File: src/rtl/psa_arb_if.sv
// psa_arb_if: request/result handshake bundle for psa_arb.
interface psa_arb_if;
  logic req0_valid, req0_ready, req1_valid, req1_ready;
  logic [15:0] req0_a, req0_b, req1_a, req1_b;
  logic res_valid, res_ready, res_src;
  logic [15:0] res_sum;
  logic [3:0] res_ovf;
  modport master(
    output req0_valid, req0_a, req0_b, req1_valid, req1_a, req1_b, res_ready,
    input req0_ready, req1_ready, res_valid, res_sum, res_src, res_ovf
  );
  modport slave(
    input req0_valid, req0_a, req0_b, req1_valid, req1_a, req1_b, res_ready,
    output req0_ready, req1_ready, res_valid, res_sum, res_src, res_ovf
  );
endinterface

File: src/rtl/psa_arb.sv
// psa_arb: round-robin two-requester packed 4x4 saturating adder with a one-entry result register.
// Defining PSA_ARB_STICKY_EN enables the ovf_sticky flag; otherwise it is tied low.
module psa_arb #(
  parameter int CNT_W = 8
) (
  input  logic             clk,
  input  logic             rst_n,
  psa_arb_if.slave         bus,
  input  logic             clr_sticky,
  output logic             ovf_sticky,
  output logic [CNT_W-1:0] op_count
);
  typedef enum logic {EMPTY, FULL} state_t;
  state_t state, state_nx;
  logic last, grant, slot_free, acc;
  logic [15:0] a_sel, b_sel, sum;
  logic [3:0] ovf;
  always_comb begin
    slot_free = (state == EMPTY) || bus.res_ready;
    grant = (bus.req0_valid && bus.req1_valid) ? ~last : bus.req1_valid;
    bus.req0_ready = rst_n && slot_free && !grant && bus.req0_valid;
    bus.req1_ready = rst_n && slot_free && grant && bus.req1_valid;
    acc = bus.req0_ready || bus.req1_ready;
    state_nx = acc ? FULL : (bus.res_ready ? EMPTY : state);
    bus.res_valid = state == FULL;
    a_sel = grant ? bus.req1_a : bus.req0_a;
    b_sel = grant ? bus.req1_b : bus.req0_b;
  end
  // a 5-bit sign-extended sum overflows 4 bits exactly when its top two bits differ
  for (genvar k = 0; k < 4; k++) begin : g_lane
    logic [4:0] s;
    assign s = {a_sel[4*k+3], a_sel[4*k+:4]} + {b_sel[4*k+3], b_sel[4*k+:4]};
    assign ovf[k] = s[4] ^ s[3];
    assign sum[4*k+:4] = ovf[k] ? (s[4] ? 4'h8 : 4'h7) : s[3:0];
  end
  always_ff @(posedge clk or negedge rst_n)
    if (!rst_n) begin
      state <= EMPTY;
      last <= 1'b1;
      bus.res_sum <= '0;
      bus.res_src <= 1'b0;
      bus.res_ovf <= '0;
      op_count <= '0;
    end else begin
      state <= state_nx;
      if (acc) begin
        last <= grant;
        bus.res_sum <= sum;
        bus.res_src <= grant;
        bus.res_ovf <= ovf;
        op_count <= op_count + 1'b1;
      end
    end
`ifdef PSA_ARB_STICKY_EN
  always_ff @(posedge clk or negedge rst_n)
    if (!rst_n) ovf_sticky <= 1'b0;
    else if (acc && |ovf) ovf_sticky <= 1'b1;
    else if (clr_sticky) ovf_sticky <= 1'b0;
`else
  logic unused_clr;
  assign unused_clr = clr_sticky;
  assign ovf_sticky = 1'b0;
`endif
endmodule

File: src/flat_wrapper.sv
// flat-port wrapper written by rule: the top's interface ports become plain ports
module psa_arb_flat 
#(
  parameter int CNT_W = 8
)
  (clk, rst_n, clr_sticky, ovf_sticky, op_count, bus_req0_valid, bus_req0_a, bus_req0_b, bus_req1_valid, bus_req1_a, bus_req1_b, bus_res_ready, bus_req0_ready, bus_req1_ready, bus_res_valid, bus_res_sum, bus_res_src, bus_res_ovf);
  psa_arb_if bus_i ();
  input  logic clk;
  input  logic rst_n;
  input  logic clr_sticky;
  output logic ovf_sticky;
  output logic [CNT_W-1:0] op_count;
  input wire logic [$bits(bus_i.req0_valid)-1:0] bus_req0_valid;
  input wire logic [$bits(bus_i.req0_a)-1:0] bus_req0_a;
  input wire logic [$bits(bus_i.req0_b)-1:0] bus_req0_b;
  input wire logic [$bits(bus_i.req1_valid)-1:0] bus_req1_valid;
  input wire logic [$bits(bus_i.req1_a)-1:0] bus_req1_a;
  input wire logic [$bits(bus_i.req1_b)-1:0] bus_req1_b;
  input wire logic [$bits(bus_i.res_ready)-1:0] bus_res_ready;
  output wire logic [$bits(bus_i.req0_ready)-1:0] bus_req0_ready;
  output wire logic [$bits(bus_i.req1_ready)-1:0] bus_req1_ready;
  output wire logic [$bits(bus_i.res_valid)-1:0] bus_res_valid;
  output wire logic [$bits(bus_i.res_sum)-1:0] bus_res_sum;
  output wire logic [$bits(bus_i.res_src)-1:0] bus_res_src;
  output wire logic [$bits(bus_i.res_ovf)-1:0] bus_res_ovf;
  assign bus_i.req0_valid = bus_req0_valid;
  assign bus_i.req0_a = bus_req0_a;
  assign bus_i.req0_b = bus_req0_b;
  assign bus_i.req1_valid = bus_req1_valid;
  assign bus_i.req1_a = bus_req1_a;
  assign bus_i.req1_b = bus_req1_b;
  assign bus_i.res_ready = bus_res_ready;
  assign bus_req0_ready = bus_i.req0_ready;
  assign bus_req1_ready = bus_i.req1_ready;
  assign bus_res_valid = bus_i.res_valid;
  assign bus_res_sum = bus_i.res_sum;
  assign bus_res_src = bus_i.res_src;
  assign bus_res_ovf = bus_i.res_ovf;
  psa_arb #(.CNT_W(CNT_W)) u_core (.clk(clk), .rst_n(rst_n), .bus(bus_i), .clr_sticky(clr_sticky), .ovf_sticky(ovf_sticky), .op_count(op_count));
endmodule
File: config.mk
export PLATFORM = sky130hd
export DESIGN_NAME = psa_arb_flat
export DESIGN_NICKNAME = d
export VERILOG_FILES = /design/src/rtl/psa_arb_if.sv /design/src/rtl/psa_arb.sv /design/src/flat_wrapper.sv
export SDC_FILE = /design/constraint.sdc
export NUM_CORES = 1
export LEC_CHECK = 0
export ABC_AREA = 1
export BUFFER_PORTS_ARGS = -buffer_cell sky130_fd_sc_hd__buf_4
export CORE_MARGIN = 10
export CORE_UTILIZATION = 43
export DETAILED_ROUTE_END_ITERATION = 6
export HOLD_SLACK_MARGIN = 0.03
export PLACE_DENSITY_LB_ADDON = 0.12
export SYNTH_ARGS = -nofsm -noshare
export SYNTH_HDL_FRONTEND = slang
export SYNTH_SLANG_ARGS = --single-unit
File: constraint.sdc
create_clock -name clk -period 3.1 [get_ports clk]
set_clock_uncertainty 0.15 [all_clocks]
set_input_delay 0.62 -clock clk [delete_from_list [all_inputs] [get_ports clk]]
set_output_delay 0.62 -clock clk [all_outputs]
set_load 0.03 [all_outputs]
==> summary.txt <==
Critical path
  – Maximum fanout along the worst path: 24
  – Required @ worst endpoint: 3.17 ns
  – Critical path's top delay family: simple AND/OR/NAND/NOR gates
  – Critical Path AT: 2.72 ns
  – Crit end category: register
  – Startpoint types: register
  – WS Path Type: register to register
  – Reg2Reg Launch Point: u_core.last$_DFFE_PN1P_
  – Buf+Inv Stages, Crit Path: 3
  – CP max-delay cell: dfstp_2
  – Crit path from: u_core.last$_DFFE_PN1P_
  – CP most frequent cell: nand2_1
  – Max incr delay on CP: 0.54 ns
  – CP cell instances: nand2_2 > nand2_4 > buf_4 > nand2_1 > nand2_1 > ha_1 > inv_1 > fa_1 > inv_1 > nand2_1 > nand2_1 > nor2_1 > nor2_2 > nand3_1 > nand2_1 > nand2_1 > nand2_1

Final layout
  – Commonest cells after routing, fill and taps aside: 184 x nand2_1, 106 x buf_4, 49 x inv_1, 30 x nand3_1, 30 x dfrtp_1
  – Design area: 3510 µm²
  – Nets: 594
  – Share of layout cells above drive strength 1: 24.8%
  – Commonest non-fill, non-tap cell in the layout: nand2_1
  – Fillers: 594
  – # diodes: 0
  – Area growth syn-to-layout: 34.2%
  – Finished Layout Cells: approximately 580

Power
  – VDD IR-drop max: 0.000385 V
  – Power Density: 659 nW/µm²
  – Lkg Pwr: 2.03 nW
  – Power Total: 0.00231 W

STA
  – Worst hold margin: 0.228 ns
  – FMAX: 0.377 GHz
  – Final TNS setup: 0 ns
  – Hold Violations, Final: 0
  – Final setup fails: 0
  – RSZ-0062 raised after global routing: no
  – Final Cycle Share: a little under nine tenths
  – Slew Limit Fails: 0
  – Final min period: about 2.7 ns

Synth
  – YS warnings: 0
  – Synthesized flop and latch total: 31
  – Distinct cell type count after synthesis: 29
  – Synthesized area: 2610 µm²
  – Seq/Total Area, Yosys: slightly below 30%
  – Avg Synthesized Cell Area: 6.48 µm²
  – Syn_nets: just under 500
  – Syn Inst Count: between 400 and 500

Clock network
  – Post-cts resize count: 0
  – Maximum buffer depth of the clock tree: 2
  – CTS buffer count: 5
  – TritonCTS clock tree: yes
  – Clock sink count: 31
  – H-tree depth: 2
  – Worst skew pair latency: 0.28 ns
  – CTS root buffer: clkbuf_8
  – Post-CTS Repair Setup Buffers: 0
  – Post-CTS Hold Buffers: 0
  – Clk slew on worst S/H paths: 0.06 ns

Placement
  – RD Place Congestion: 0.814
  – Placed wire-length estimate: between 5 and 6 mm
  – Placed cell count: 571
  – Post-DP Area: roughly 3400 µm²
  – Port Buffer Count: 100

Hold path
  – Hold Crit Class: input port to asynchronous set/reset pin

Die
  – Height of the die: just under 100 µm
  – Die width: between 90 and 100 µm
  – Die ar.: 9590 µm²
  – Num rows: 28
  – IO Count: just over 100
  – Initial Utilization: 44.1%
  – Core Box Area: 5920 µm²

Global route
  – Largest net degree at the start of global routing: 32
  – Total grt overflow: 0
  – GRT Total Usage: 14.6%
  – First-pass GRT wire length: 12.1 mm
  – Initial antenna violation count: 0
  – Vias in the first global route: 2749

Routing
  – Vias per inst: 4.66
  – DR iter-0 viols: 81
  – WL final: 6.91 mm
  – Wirelength per Cell: ~12 µm
  – Vias: between 2000 and 3000
  – DR pass1 iterations: 4
  – Post-DRT Antenna Nets: 0
  – DR DRC count: 0

Run
  – Max cap viols: 0

Outcome
  – Outcome: complete, no violations
layer usage:
metal	track usage, %	up-vias	share of wire [%]
li1	-	1430	-
met1	16.6	1188	43
met2	25.9	74	49
met3	4.72	6	7.1
met4	3.58	0	0.96
met5	0	-	0
logic make-up (layout without fill, tap and decap cells):
logic type               Yosys count  after routing  synth area share (%)
AND/OR/NAND/NOR                  256            256                  39.8
buffers and inverters             62            163                  9.96
flip-flops                        31             31                  29.7
AO/OA/AOI/OAI                     22             22                  5.56
adder cells (fa/ha/maj)           21             21                  11.2
XOR/XNOR                          10             10                  3.64
other                              1              1                 0.144
path summary, 6_finish.rpt:
check                                                     end  slack [ns]  cells past startpoint
setup / recovery           u_core.bus.res_sum[12]$_DFFE_PN0P_        0.45                     17
hold reg to reg                       u_core.last$_DFFE_PN1P_        0.33                      2
max in group asynchronous             u_core.last$_DFFE_PN1P_        2.25                      2
setup reg to reg           u_core.bus.res_sum[12]$_DFFE_PN0P_        0.45                     17
min in group clk                      u_core.last$_DFFE_PN1P_        0.33                      2
hold / removal              u_core.bus.res_sum[2]$_DFFE_PN0P_        0.23                      2
through the flow:
stage,util (%),worst slack (ns)
global placement,57.9,0.202
detailed placement,57.9,0.168
finish,59.2,0.449
CTS,59.2,0.405
floorplan,-,0.518
global route,59.2,0.179
cell type report:
cell class | instances | area [µm²] | area share, %
Clock buffer | 7 | 76.3 | 2.18
Clock inverter | 1 | 5.00 | 0.143
Inverter | 49 | 184 | 5.24
Multi-Input combinational cell | 310 | 1580 | 44.9
Sequential cell | 31 | 777 | 22.2
Tap cell | 75 | 93.8 | 2.68
Timing Repair Buffer | 106 | 796 | 22.7
power breakdown:
| group | total [W] | internal [W] | switching (W) |
|---|---|---|---|
| sequential | 0.000677 | 0.000565 | 0.000113 |
| combinational | 0.00133 | 0.000517 | 0.000816 |
| clock | 0.000301 | 0.000157 | 0.000144 |
| total | 0.00231 | 0.00124 | 0.00107 |
synthesized netlist by cell type:
library cell | instances | area, µm²
a21o_4 | 1 | 15.0
a21oi_4 | 1 | 16.3
a31oi_1 | 2 | 12.5
buf_2 | 7 | 35.0
buf_4 | 3 | 22.5
buf_6 | 1 | 11.3
clkbuf_1 | 2 | 7.51
conb_1 | 1 | 3.75
dfrtp_1 | 30 | 751
dfstp_2 | 1 | 26.3
fa_1 | 4 | 80.1
ha_1 | 17 | 213
inv_1 | 49 | 184
nand2_1 | 184 | 691
nand2_2 | 1 | 6.26
nand2_4 | 1 | 11.3
nand3_1 | 30 | 150
nand3b_1 | 2 | 15.0
nand4_1 | 2 | 12.5
nor2_1 | 28 | 105
nor2_2 | 4 | 25.0
nor3_1 | 2 | 10.0
o21ai_0 | 15 | 75.1
o21ai_1 | 2 | 10.0
o21ai_4 | 1 | 16.3
or2_2 | 2 | 12.5
xnor2_1 | 6 | 52.6
xor2_1 | 3 | 26.3
xor2_2 | 1 | 16.3
sequential cells by signal, indices dropped and copies added (netlist names):
register / flops
u_core.last: 1
u_core.bus.res_ovf: 4
u_core.bus.res_src: 1
u_core.op_count: 8
u_core.bus.res_sum: 16
u_core.bus.res_valid: 1
Note: power is estimated with default switching activity, not from simulation.
